`src/rtl/rr_output_arbiter.sv`:
```
// rr_output_arbiter
//   Per-output round-robin arbiter for a two-VC router port. Each cycle the
//   router polarity selects which VC is served; the winner among that VC's
//   requesters is found by a rotating search from that VC's pointer, and a
//   one-cycle registered grant is issued if the VC's output slot is empty.
//   Per-VC saturating counters record how many grants each VC received.
//
// Ports
//   clk          : rising-edge clock
//   reset        : asynchronous active-low reset
//   polarity     : VC served this cycle (0 = VC0, 1 = VC1)
//   req_vc0/1    : per-requester request vectors, one per VC
//   ob_ready_vc0/1 : output buffer slot empty, one per VC
//   cnt_clr      : synchronous clear of both grant counters
//   gnt          : registered one-hot grant
//   gnt_vld      : registered, high when gnt is nonzero
//   gnt_idx      : registered binary index of the last granted requester
//   gnt_vc       : registered VC of the last grant
//   gnt_cnt_vc0/1 : saturating grant counters per VC
module rr_output_arbiter #(
    parameter int NREQ = 5,
    parameter int CNTW = 16
) (
    input  logic            clk,
    input  logic            reset,
    input  logic            polarity,
    input  logic [NREQ-1:0] req_vc0,
    input  logic [NREQ-1:0] req_vc1,
    input  logic            ob_ready_vc0,
    input  logic            ob_ready_vc1,
    input  logic            cnt_clr,
    output logic [NREQ-1:0] gnt,
    output logic            gnt_vld,
    output logic [2:0]      gnt_idx,
    output logic            gnt_vc,
    output logic [CNTW-1:0] gnt_cnt_vc0,
    output logic [CNTW-1:0] gnt_cnt_vc1
);

    logic [NREQ-1:0]   gnt_q, gnt_d;
    logic              gnt_vld_q, gnt_vld_d;
    logic [2:0]        gnt_idx_q, gnt_idx_d;
    logic              gnt_vc_q, gnt_vc_d;
    logic [2:0]        ptr0_q, ptr0_d;
    logic [2:0]        ptr1_q, ptr1_d;
    logic [CNTW-1:0]   cnt0_q, cnt0_d;
    logic [CNTW-1:0]   cnt1_q, cnt1_d;

    logic [NREQ-1:0]   act_req;
    logic              act_rdy;
    logic [2:0]        ptr_cur;
    logic [2*NREQ-1:0] req_dbl;
    logic [2*NREQ-1:0] req_rot;
    logic [2:0]        off;
    logic [3:0]        sum;
    logic [2:0]        win;
    logic [2:0]        ptr_nxt;
    logic              fire;

    // Winner search: rotating the doubled request vector right by the
    // pointer puts requester (ptr+k) mod NREQ at bit k, so the lowest set
    // bit of the low NREQ bits is the round-robin offset.
    always_comb begin
        act_req = polarity ? req_vc1 : req_vc0;
        act_rdy = polarity ? ob_ready_vc1 : ob_ready_vc0;
        ptr_cur = polarity ? ptr1_q : ptr0_q;
        req_dbl = {act_req, act_req};
        req_rot = req_dbl >> ptr_cur;
        off     = '0;
        for (int k = NREQ - 1; k >= 0; k--) begin
            if (req_rot[k]) off = 3'(k);
        end
        sum = {1'b0, ptr_cur} + {1'b0, off};
        if (sum >= 4'(NREQ)) sum = sum - 4'(NREQ);
        win     = sum[2:0];
        ptr_nxt = (win == 3'(NREQ - 1)) ? 3'd0 : win + 3'd1;
        fire    = (|act_req) && act_rdy;
    end

    always_comb begin
        gnt_d     = '0;
        gnt_vld_d = 1'b0;
        gnt_idx_d = gnt_idx_q;
        gnt_vc_d  = gnt_vc_q;
        ptr0_d    = ptr0_q;
        ptr1_d    = ptr1_q;
        if (fire) begin
            gnt_d     = NREQ'(1) << win;
            gnt_vld_d = 1'b1;
            gnt_idx_d = win;
            gnt_vc_d  = polarity;
            if (polarity) ptr1_d = ptr_nxt;
            else          ptr0_d = ptr_nxt;
        end
    end

    // Counters advance on the same edge that registers the grant, so the
    // count seen alongside a grant already includes it. Clear wins.
    always_comb begin
        cnt0_d = cnt0_q;
        cnt1_d = cnt1_q;
        if (cnt_clr) begin
            cnt0_d = '0;
            cnt1_d = '0;
        end else if (fire) begin
            if (!polarity && (cnt0_q != '1)) cnt0_d = cnt0_q + 1'b1;
            if (polarity && (cnt1_q != '1))  cnt1_d = cnt1_q + 1'b1;
        end
    end

    always_ff @(posedge clk or negedge reset) begin
        if (!reset) begin
            gnt_q     <= '0;
            gnt_vld_q <= 1'b0;
            gnt_idx_q <= '0;
            gnt_vc_q  <= 1'b0;
            ptr0_q    <= '0;
            ptr1_q    <= '0;
            cnt0_q    <= '0;
            cnt1_q    <= '0;
        end else begin
            gnt_q     <= gnt_d;
            gnt_vld_q <= gnt_vld_d;
            gnt_idx_q <= gnt_idx_d;
            gnt_vc_q  <= gnt_vc_d;
            ptr0_q    <= ptr0_d;
            ptr1_q    <= ptr1_d;
            cnt0_q    <= cnt0_d;
            cnt1_q    <= cnt1_d;
        end
    end

    assign gnt         = gnt_q;
    assign gnt_vld     = gnt_vld_q;
    assign gnt_idx     = gnt_idx_q;
    assign gnt_vc      = gnt_vc_q;
    assign gnt_cnt_vc0 = cnt0_q;
    assign gnt_cnt_vc1 = cnt1_q;

endmodule

```
`config.mk`:
```
export PLATFORM = sky130hd
export DESIGN_NAME = rr_output_arbiter
export DESIGN_NICKNAME = d
export VERILOG_FILES = /design/src/rtl/rr_output_arbiter.sv
export SDC_FILE = /design/constraint.sdc
export NUM_CORES = 1
export LEC_CHECK = 0
export BUFFER_PORTS_ARGS = -buffer_cell sky130_fd_sc_hd__buf_2
export CAP_MARGIN = 30
export CORE_MARGIN = 2
export CORE_UTILIZATION = 37
export DETAILED_ROUTE_END_ITERATION = 8
export GPL_ROUTABILITY_DRIVEN = 0
export HOLD_SLACK_MARGIN = 0.08
export PLACE_DENSITY = 0.55
export SYNTH_ARGS = -nofsm -noshare
export SYNTH_HDL_FRONTEND = slang
export SYNTH_SLANG_ARGS = --single-unit
```
`constraint.sdc`:
```
create_clock -name clk -period 9.4 [get_ports clk]
set_input_delay 0 -clock clk [delete_from_list [all_inputs] [get_ports clk]]
set_output_delay 0 -clock clk [all_outputs]
set_load 0.01 [all_outputs]
```
-- Word-level counts from Yosys, hierarchy flattened
Cells that the tools add are included.
- register bits after elaboration: 48
- bits of input ports: 16
- output and inout port bits: 42
- $add $sub $neg: 5
- $lt $le $gt $ge: 1
- shift operators: 2
- bitwise operators: 1
- equal/unequal tests: 3
- reduce and logical (&&, ||, !) cells: 12
- mux-type cells: 18
- operators by type and width (operator ; count):
    16-bit two-way mux ; 6
    16-bit by 1-bit adder with 16-bit output, second input constant ; 2
    16-bit inequality test, second input constant ; 2
    3-bit two-way mux ; 8
    5-bit two-way mux ; 2
    10-bit by 3-bit >> shifter with 5-bit output ; 1
    2-bit AND reduction ; 4
    2-bit nonzero test ; 3
    5-bit OR reduction ; 1
    1-bit by 3-bit << shifter with 5-bit output, first input constant ; 1
    3-bit by 3-bit adder with 4-bit output ; 1
    4-bit by 3-bit >= comparator with 1-bit output, second input constant ; 1
    3-bit by 1-bit adder with 3-bit output, second input constant ; 1
    3-bit equality test, second input constant ; 1
    1-bit logical AND ; 3
    3-bit subtractor, second input constant ; 1
    1-bit two-way mux ; 2
    1-bit zero test ; 1
    1-bit NOT ; 1

-- Logic depth before layout (Yosys ltp)
Gate-level depths: netlist of run 1.
- word-level depth: 12
- depth in mapped cells: 18
- gate-level depth less buffers: 17

-- Worst setup path after synthesis of run 1
Ideal clock, no wire load.
- path type: reg-to-reg
- start: register ptr0_q[1]
- end: register ptr0_q[2]
- data required time: 9.334 ns
- cell stages (with the launch flop): 19
- buffers on the path: 1
- setup slack: 5.294 ns
- arrival: 4.040 ns
- library setup time: 0.066 ns
- cells stage by stage: dfrtp_1 > clkbuf_1 > mux2_4 > inv_2 > mux2i_1 > a211oi_1 > a31o_1 > o32ai_1 > ha_1 > inv_1 > fa_1 > ha_1 > nand2b_1 > a221oi_4 > nand2b_1 > o21ai_0 > ha_1 > mux2i_1 > o31a_1
- word-level cells in the longest chain between the ends: 12
- elaborated cells on any way between the ends: 14
- classes of those cells: add/sub: 3; order compare: 1; eq/ne: 1; shift: 1; mux: 8
- RTL lines (item ; RTL line ; text):
    start, declared ; 44 ; logic [2:0] ptr0_q, ptr0_d;
    start signal, assigned ; 126 ; ptr0_q <= ptr0_d;
    3-bit two-way mux * ; 66 ; ptr_cur = polarity ? ptr1_q : ptr0_q;
    10-bit by 3-bit >> shifter with 5-bit output ; 68 ; req_rot = req_dbl >> ptr_cur;
    3-bit two-way mux (5 in a row) ; 71 ; if (req_rot[k]) off = 3'(k);
    3-bit by 3-bit adder with 4-bit output * ; 73 ; sum = {1'b0, ptr_cur} + {1'b0, off};
    4-bit by 3-bit >= comparator with 1-bit output or 3-bit subtractor (tied branches) ; 74 ; if (sum >= 4'(NREQ)) sum = sum - 4'(NREQ);
    3-bit two-way mux * ; 74 ;
    3-bit by 1-bit adder with 3-bit output or 3-bit equality test (tied branches) ; 76 ; ptr_nxt = (win == 3'(NREQ - 1)) ? 3'd0 : win + 3'd1;
    3-bit two-way mux * ; 76 ;
Mark *: on every way between the ends. The rest lies on a longest branch, timed or not.
A chain may end at the register's enable or synchronous reset.

-- Worst setup path in the final report of run 1
- start: register ptr1_q[1]
- end: register ptr0_q[2]
- word-level cells in the longest chain between the ends: 12
- elaborated cells on any way between the ends: 14
- classes of those cells: add/sub: 3; order compare: 1; eq/ne: 1; shift: 1; mux: 8
- RTL lines (item ; RTL line ; text):
    start, declared ; 45 ; logic [2:0] ptr1_q, ptr1_d;
    start signal, assigned ; 127 ; ptr1_q <= ptr1_d;
    3-bit two-way mux * ; 66 ;
    10-bit by 3-bit >> shifter with 5-bit output ; 68 ;
    3-bit two-way mux (5 in a row) ; 71 ;
    3-bit by 3-bit adder with 4-bit output * ; 73 ;
    4-bit by 3-bit >= comparator with 1-bit output or 3-bit subtractor (tied branches) ; 74 ;
    3-bit two-way mux * ; 74 ;
    3-bit by 1-bit adder with 3-bit output or 3-bit equality test (tied branches) ; 76 ;
    3-bit two-way mux * ; 76 ;
Marks and branches as above.

==> results of run 1 <==
## sequential cells by signal, summed over array words and instances, names as in the netlist
signal       cells
gnt_cnt_vc0     16
gnt_cnt_vc1     16
gnt              5
gnt_idx          3
ptr0_q           3
ptr1_q           3
gnt_vc           1
gnt_vld          1
## cells in the final DEF (no fill, tap or decap), types with 3 or more instances in the layout
master     synthesis  routed
buf_2              4      57
dfrtp_1           48      48
nor2_1            35      35
mux2i_1           21      21
nand2_1           20      20
xnor2_1           15      15
a21oi_1           11      11
xor2_1            10      10
a211oi_1           8       8
nand3_1            8       8
ha_1               8       8
clkbuf_8           0       7
inv_1              6       6
and2_1             6       6
nand4_1            6       6
and3_1             6       6
o21ai_0            5       5
o211ai_1           5       5
nor2b_1            5       5
o2111ai_1          5       5
mux2_2             4       4
mux2_1             4       4
nor3_1             4       4
nand3b_1           4       4
nor4_1             4       4
o21ai_1            4       4
a2111oi_0          3       3
and4_1             3       3
or4_1              3       3
nand2b_1           3       3
or3_1              3       3
## cell families after synthesis
logic type,after synthesis,synth area share [%]
adders and majority gates,9,3.87
DFF,48,38.7
AOI/OAI and AO/OA,66,16.7
xor gates and xnor gates,26,7.57
buffers and inverters,24,3.30
and+or+nand+nor,115,19.1
muxes,31,10.9
## critical path: cells and delay by family, from the launching register on
kind                     cells  cell delay [ns]
adder cells (fa/ha/maj)      4             1.47
AO/OA/AOI/OAI                6             1.23
multiplexers                 3             0.84
flip-flops                   1             0.46
AND/OR/NAND/NOR              2             0.32
buffers and inverters        2             0.16
## metal layers
layer | GRT usage (%) | vias to the layer above | wire length [um]
met2 | 24.9 | 47 | 3010
met5 | 0 | - | 0
li1 | - | 1278 | -
met3 | 3.16 | 6 | 341
met4 | 3.57 | 0 | 63
met1 | 23.4 | 1193 | 3570
## worst max-delay path by stage
stage / start / to / slack, ns / cells past startpoint
floorplan: ptr0_q[1] / ptr0_q[2] / 5.29 / 18
CTS: ptr1_q[1] / ptr0_q[2] / 4.90 / 17
detailed placement: ptr0_q[1] / ptr0_q[2] / 4.96 / 17
finish: ptr1_q[1] / ptr0_q[2] / 4.87 / 17
global route: ptr1_q[1] / ptr0_q[2] / 4.52 / 17
global placement: ptr0_q[1] / ptr0_q[2] / 5.07 / 17
## where the power goes
part	internal [mW]	total [mW]	leakage, nW	switching (mW)
clock network	0.0939	0.163	0.0645	0.0688
registers	0.236	0.256	0.646	0.0201
logic	0.254	0.604	0.942	0.350
total	0.584	1.02	1.65	0.439
## layout make-up
class	instances	area, um2	share of cell area (%)
clock buffer	7	96.3	2.67
clock inverter	1	30.0	0.834
inverter	8	30.0	0.834
multi-input combinational	247	1800	50.1
sequential	48	1200	33.3
tap	105	131	3.65
timing repair buffer	60	310	8.61
==> metrics.txt, run 1 <==
worst setup margin 4.87 ns; largest net degree at the start of global routing 49; ANT cells 0; Die Height 95.6 um; Layout Utilization 44.1%; Post-CTS Resized 0; antenna violations before repair 0; Synth Flop Type dfrtp_1; first-pass GRT wire length 11.8 mm; routed via count 2,524; Reg2Reg Launch Point ptr1_q[1]; cell area after layout 0.00360 mm2; crit-path max FO 9; outcome finished clean; core area 0.00818 mm2; Power Dens Cells 284 mW/mm2; row count 33; mapped cell area 0.00311 mm2; Starting Density 38.0%; cell taking the most area after synthesis dfrtp_1; Worst-Margin Slew 0.797 ns; fin. max-slew vios 0; setup repair after global routing missed its margin no; Max VDD drop 0.000138 V; final hold violations 0; Placed Area 0.00347 mm2; R2R Path End ptr0_q[2]; cells on worst reg2reg path 17; drt total wl 6.98 mm; DP Wirelength 4.97 mm; crit-path cells mux2_4, inv_2, mux2i_1, a211oi_1, a31o_1, o32ai_1, ha_1, inv_1, fa_1, ha_1, nand2b_1, a221oi_4, nand2b_1, o21ai_0, ha_1, mux2i_1, o31a_1; top cells by area, synth dfrtp_1 (39%), mux2i_1 (6.8%), nor2_1 (4.2%); FF+latch count, synth 48; hold crit path type input pin to flip-flop; critical path class flip-flop to flip-flop; IO Pins 58; CTS clock-pin slew for the worst setup and hold paths 0.09 ns; Post-Layout Cell Count 476; WHS Endpoint gnt_vc; post-synth top area share 38.7%; pre-CTS setup slack 4.96 ns; Mapped Nets 344; Synth Area per Inst 9.74 um2; Synth top cells by count dfrtp_1 (48), nor2_1 (35), mux2i_1 (21); layout overhead on the synthesized area 15.9%; Wirelength per Cell 14.7 um; Pleak 1.65 nW; Slowest-stage cell, CP fa_1; r2r setup slk 4.87 ns; Worst Setup End Kind flip-flop; post-DR vias/cell 5.30; DRC viols 0; Die ar. 0.00915 mm2; number of global-route vias before repair 2,421; hold path depth 4; Clock Path Buffers 2; yosys warns 0; TNS Setup 0 ns; Async S/R FF share, synth 100%; IO buf count 57; Top cell by count, worst path ha_1; Hold Buf Count CTS 1; dpl cells 467; Crit path largest cell delay 0.61 ns; Netlist cell types 62; Final Power 1.02 mW; GRT Util Overall 16.1%; total gr overflow 0; CTS tree done; worst rel slew slack 46.6%; CTS root buffer clkbuf_8; Die W 95.6 um; fillers 823; setup violators final 0; top-count cell post-synth dfrtp_1; FMAX 221 MHz; Post-CTS Setup Bufs 0; H-Tree Depth 2; TritonCTS Buffers 5; final hold slack 0.168 ns; Clk Latency, worst-skew pair 0.30 ns; Seq/Total Area, Yosys 38.7%; WP data required 9.63 ns; Post-Synthesis Cells 319; max-capacitance violation count 0; Post-synth EDFFs 0; Clock Sinks 48; antenna violation net count after detailed routing 0; Worst setup SP type flip-flop; period utilisation layout 48.2%; HP Start ob_ready_vc1; share of post-route cells with drive strength above 1 22.6%; CP arrival 4.77 ns; clk_skew 0.00657 ns; fin crit period 4.53 ns; Initial DRC Count 124; First-pass DRT Iterations 4; nets 395
Power figures use the tool's default switching activity.
==> inputs of run 2 (changes only) <==
ABC_AREA = 1   (was not set)
PLACE_DENSITY = 0.54   (was 0.55)
clock period = 4.75 ns   (was 9.4 ns; I/O delays follow)
==> run 2 against run 1 <==
Hold slack lost 0.078 ns; wire length is 13% higher; fmax grew 35%; clock-buffer cell count decreased by 1; die area grew 10%; combinational power is 35% higher; clock skew rose by 0.0076 ns; cell count increased by 39%; sequential power up 92%; largest cell class unchanged.
==> metrics.txt, run 2 <==
outcome finished clean; CTS tree done; nets 573; critical path class flip-flop to flip-flop; FF+latch count, synth 48; Clock Sinks 48; Worst Setup End Kind flip-flop; final hold violations 0; setup repair after global routing missed its margin no; Layout Utilization 42.6%; largest family of logic cells by synthesized area simple AND/OR/NAND/NOR gates; row count 35; hold crit path type input pin to flip-flop; leading cell type in the layout, fill and taps excluded nand2_1; post-synthesis simple-gate area fraction 44.1%; top-count cell post-synth nand2_1; largest net degree at the start of global routing 49; fillers 985; Clock Path Buffers 2; family with the most delay on the worst path adder cells; Max VDD drop 0.000269 V; ANT cells 0; Slowest-stage cell, CP fa_1; Wirelength per Cell 11.9 um; Mapped Nets 519; total gr overflow 0; crit-path max FO 8; DP Wirelength 5.76 mm; Top cell by count, worst path nand2_1; Die ar. 0.0101 mm2; first-pass GRT wire length 13.8 mm; cell taking the most area after synthesis dfrtp_1; share of post-route cells with drive strength above 1 18.0%; r2r setup slk 1.39 ns; CTS clock-pin slew for the worst setup and hold paths 0.08 ns; Die W 100 um; IO Pins 58; post-synth top area share 35.0%; Post-CTS Setup Bufs 0; Synth Flop Type dfrtp_1; GR Util met3 2.51%; antenna violations before repair 0; number of global-route vias before repair 3,045; Starting Density 37.7%; Async S/R FF share, synth 100%; layout overhead on the synthesized area 13.1%; XOR/XNOR Fraction of Synth Area 6.13%; GRT Util Overall 16.5%; Post-Synthesis Cells 494; Crit path depth 22; area taken by multi-input logic gates 0.00195 mm2; post-DR vias/cell 4.85; fin. max-slew vios 0; mux cell area share after synthesis 0%; CP arrival 3.55 ns; clk_skew 0.0141 ns; max-capacitance violation count 0; Pleak 2.12 nW; Synth Area in Adders 3.50%; Clk Latency, worst-skew pair 0.31 ns; TNS Setup 0 ns; routed via count 3,202; Crit path largest cell delay 0.49 ns; mapped cell area 0.00343 mm2; Synth Area per Inst 6.94 um2; yosys warns 0; WP data required 4.94 ns; Most Crowded Layer GR met2; Netlist cell types 34; most frequent cells in the layout nand2_1 (177), nand3_1 (69), buf_2 (57), nor2_1 (52), dfrtp_1 (48); Hold Buf Count CTS 1; met1 Usage GRT 21.5%; period utilisation layout 70.6%; H-Tree Depth 2; fin crit period 3.36 ns; GR Util met2 29.1%; worst rel slew slack 55.4%; drt total wl 7.87 mm; IO buf count 57; TritonCTS Buffers 5; Reg area 0.00120 mm2; Buf/Inv on CP 4; crit-path cells inv_1, o21ai_4, inv_2, nand3_1, nand3_1, nand2_1, nand2_1, a21oi_1, ha_1, inv_1, fa_1, ha_1, nand2_1, nand2_1, nand2_1, nand2_1, nand2_1, nor2_1, ha_1, inv_1, nand3_1, nand2_1; Synth top cells by count nand2_1 (177), nand3_1 (69), nor2_1 (52); core area 0.00911 mm2; cell area after layout 0.00388 mm2; antenna violation net count after detailed routing 0; Post-synth EDFFs 0; Seq/Total Area, Yosys 35.0%; cells on worst reg2reg path 22; FMAX 298 MHz; Worst-Margin Slew 0.669 ns; Placed Area 0.00378 mm2; Initial DRC Count 106; CTS root buffer clkbuf_8; setup violators final 0; Post-CTS Resized 0; hold path depth 5; First-pass DRT Iterations 4; DRC viols 0; post-synthesis compound-gate area fraction 3.21%; Worst setup SP type flip-flop; Die Height 100 um; Power Dens Cells 403 mW/mm2; top cells by area, synth dfrtp_1 (35%), nand2_1 (19%), nand3_1 (10%)
==> run 2: kinds of logic after synthesis <==
| group | after synthesis |
|---|---|
| buf+inv | 60 |
| fa+ha+maj | 9 |
| xor+xnor | 24 |
| flops | 48 |
| compound gates | 16 |
| simple gates | 337 |
==> run 2: power breakdown <==
part | leakage [nW] | switching, mW | total, mW | internal [mW]
logic | 1.42 | 0.534 | 0.813 | 0.279
clock network | 0.0510 | 0.141 | 0.258 | 0.117
registers | 0.648 | 0.0295 | 0.492 | 0.463
total | 2.12 | 0.705 | 1.56 | 0.858
==> run 2: worst reg2reg max path, cell delays in order (launching register included) <==
cell     delay, ns
dfrtp_1       0.35
inv_1         0.06
o21ai_4       0.23
inv_2         0.13
nand3_1       0.13
nand3_1       0.08
nand2_1       0.11
nand2_1       0.07
a21oi_1       0.13
ha_1          0.18
inv_1         0.05
fa_1          0.49
ha_1          0.23
nand2_1       0.07
nand2_1       0.09
nand2_1       0.13
nand2_1       0.07
nand2_1       0.16
nor2_1        0.07
ha_1          0.27
inv_1         0.05
nand3_1       0.08
nand2_1       0.05
==> run 2: path summary, 6_finish.rpt <==
check | start | end
setup / recovery | ptr0_q[1] | ptr0_q[2]
hold / removal | ob_ready_vc1 | gnt_vc
setup reg to reg | ptr0_q[1] | ptr0_q[2]
hold reg to reg | ptr0_q[2] | ptr0_q[2]
max in group asynchronous | reset | gnt_idx[2]
min in group asynchronous | reset | gnt_cnt_vc0[7]
==> run 2: stage by stage <==
| stage | worst slack, ns | std cells | hold slack [ns] | power [mW] |
|---|---|---|---|---|
| global route | 0.989 | 660 | 0.115 | 1.75 |
| CTS | 1.38 | 660 | 0.0850 | 1.59 |
| finish | 1.39 | 660 | 0.0902 | 1.56 |
| detailed placement | 1.36 | 651 | 0.154 | 1.33 |
| global placement | 1.48 | 651 | 0.154 | 1.31 |
| floorplan | 1.73 | 494 | -0.296 | 1.13 |
==> run 2: cell type report <==
cell class                 instances  share of cell area, %
sequential                        48                   30.9
tap                              111                   3.58
timing repair buffer              60                   7.99
clock inverter                     2                  0.258
inverter                          47                   4.80
multi-input combinational        386                   50.3
clock buffer                       6                   2.13
==> run 2: metal layers <==
layer / routed length (um) / vias to the layer above
met3: 201 / 6
li1: - / 1665
met1: 3660 / 1486
met2: 3950 / 45
met5: 0 / -
met4: 68 / 0
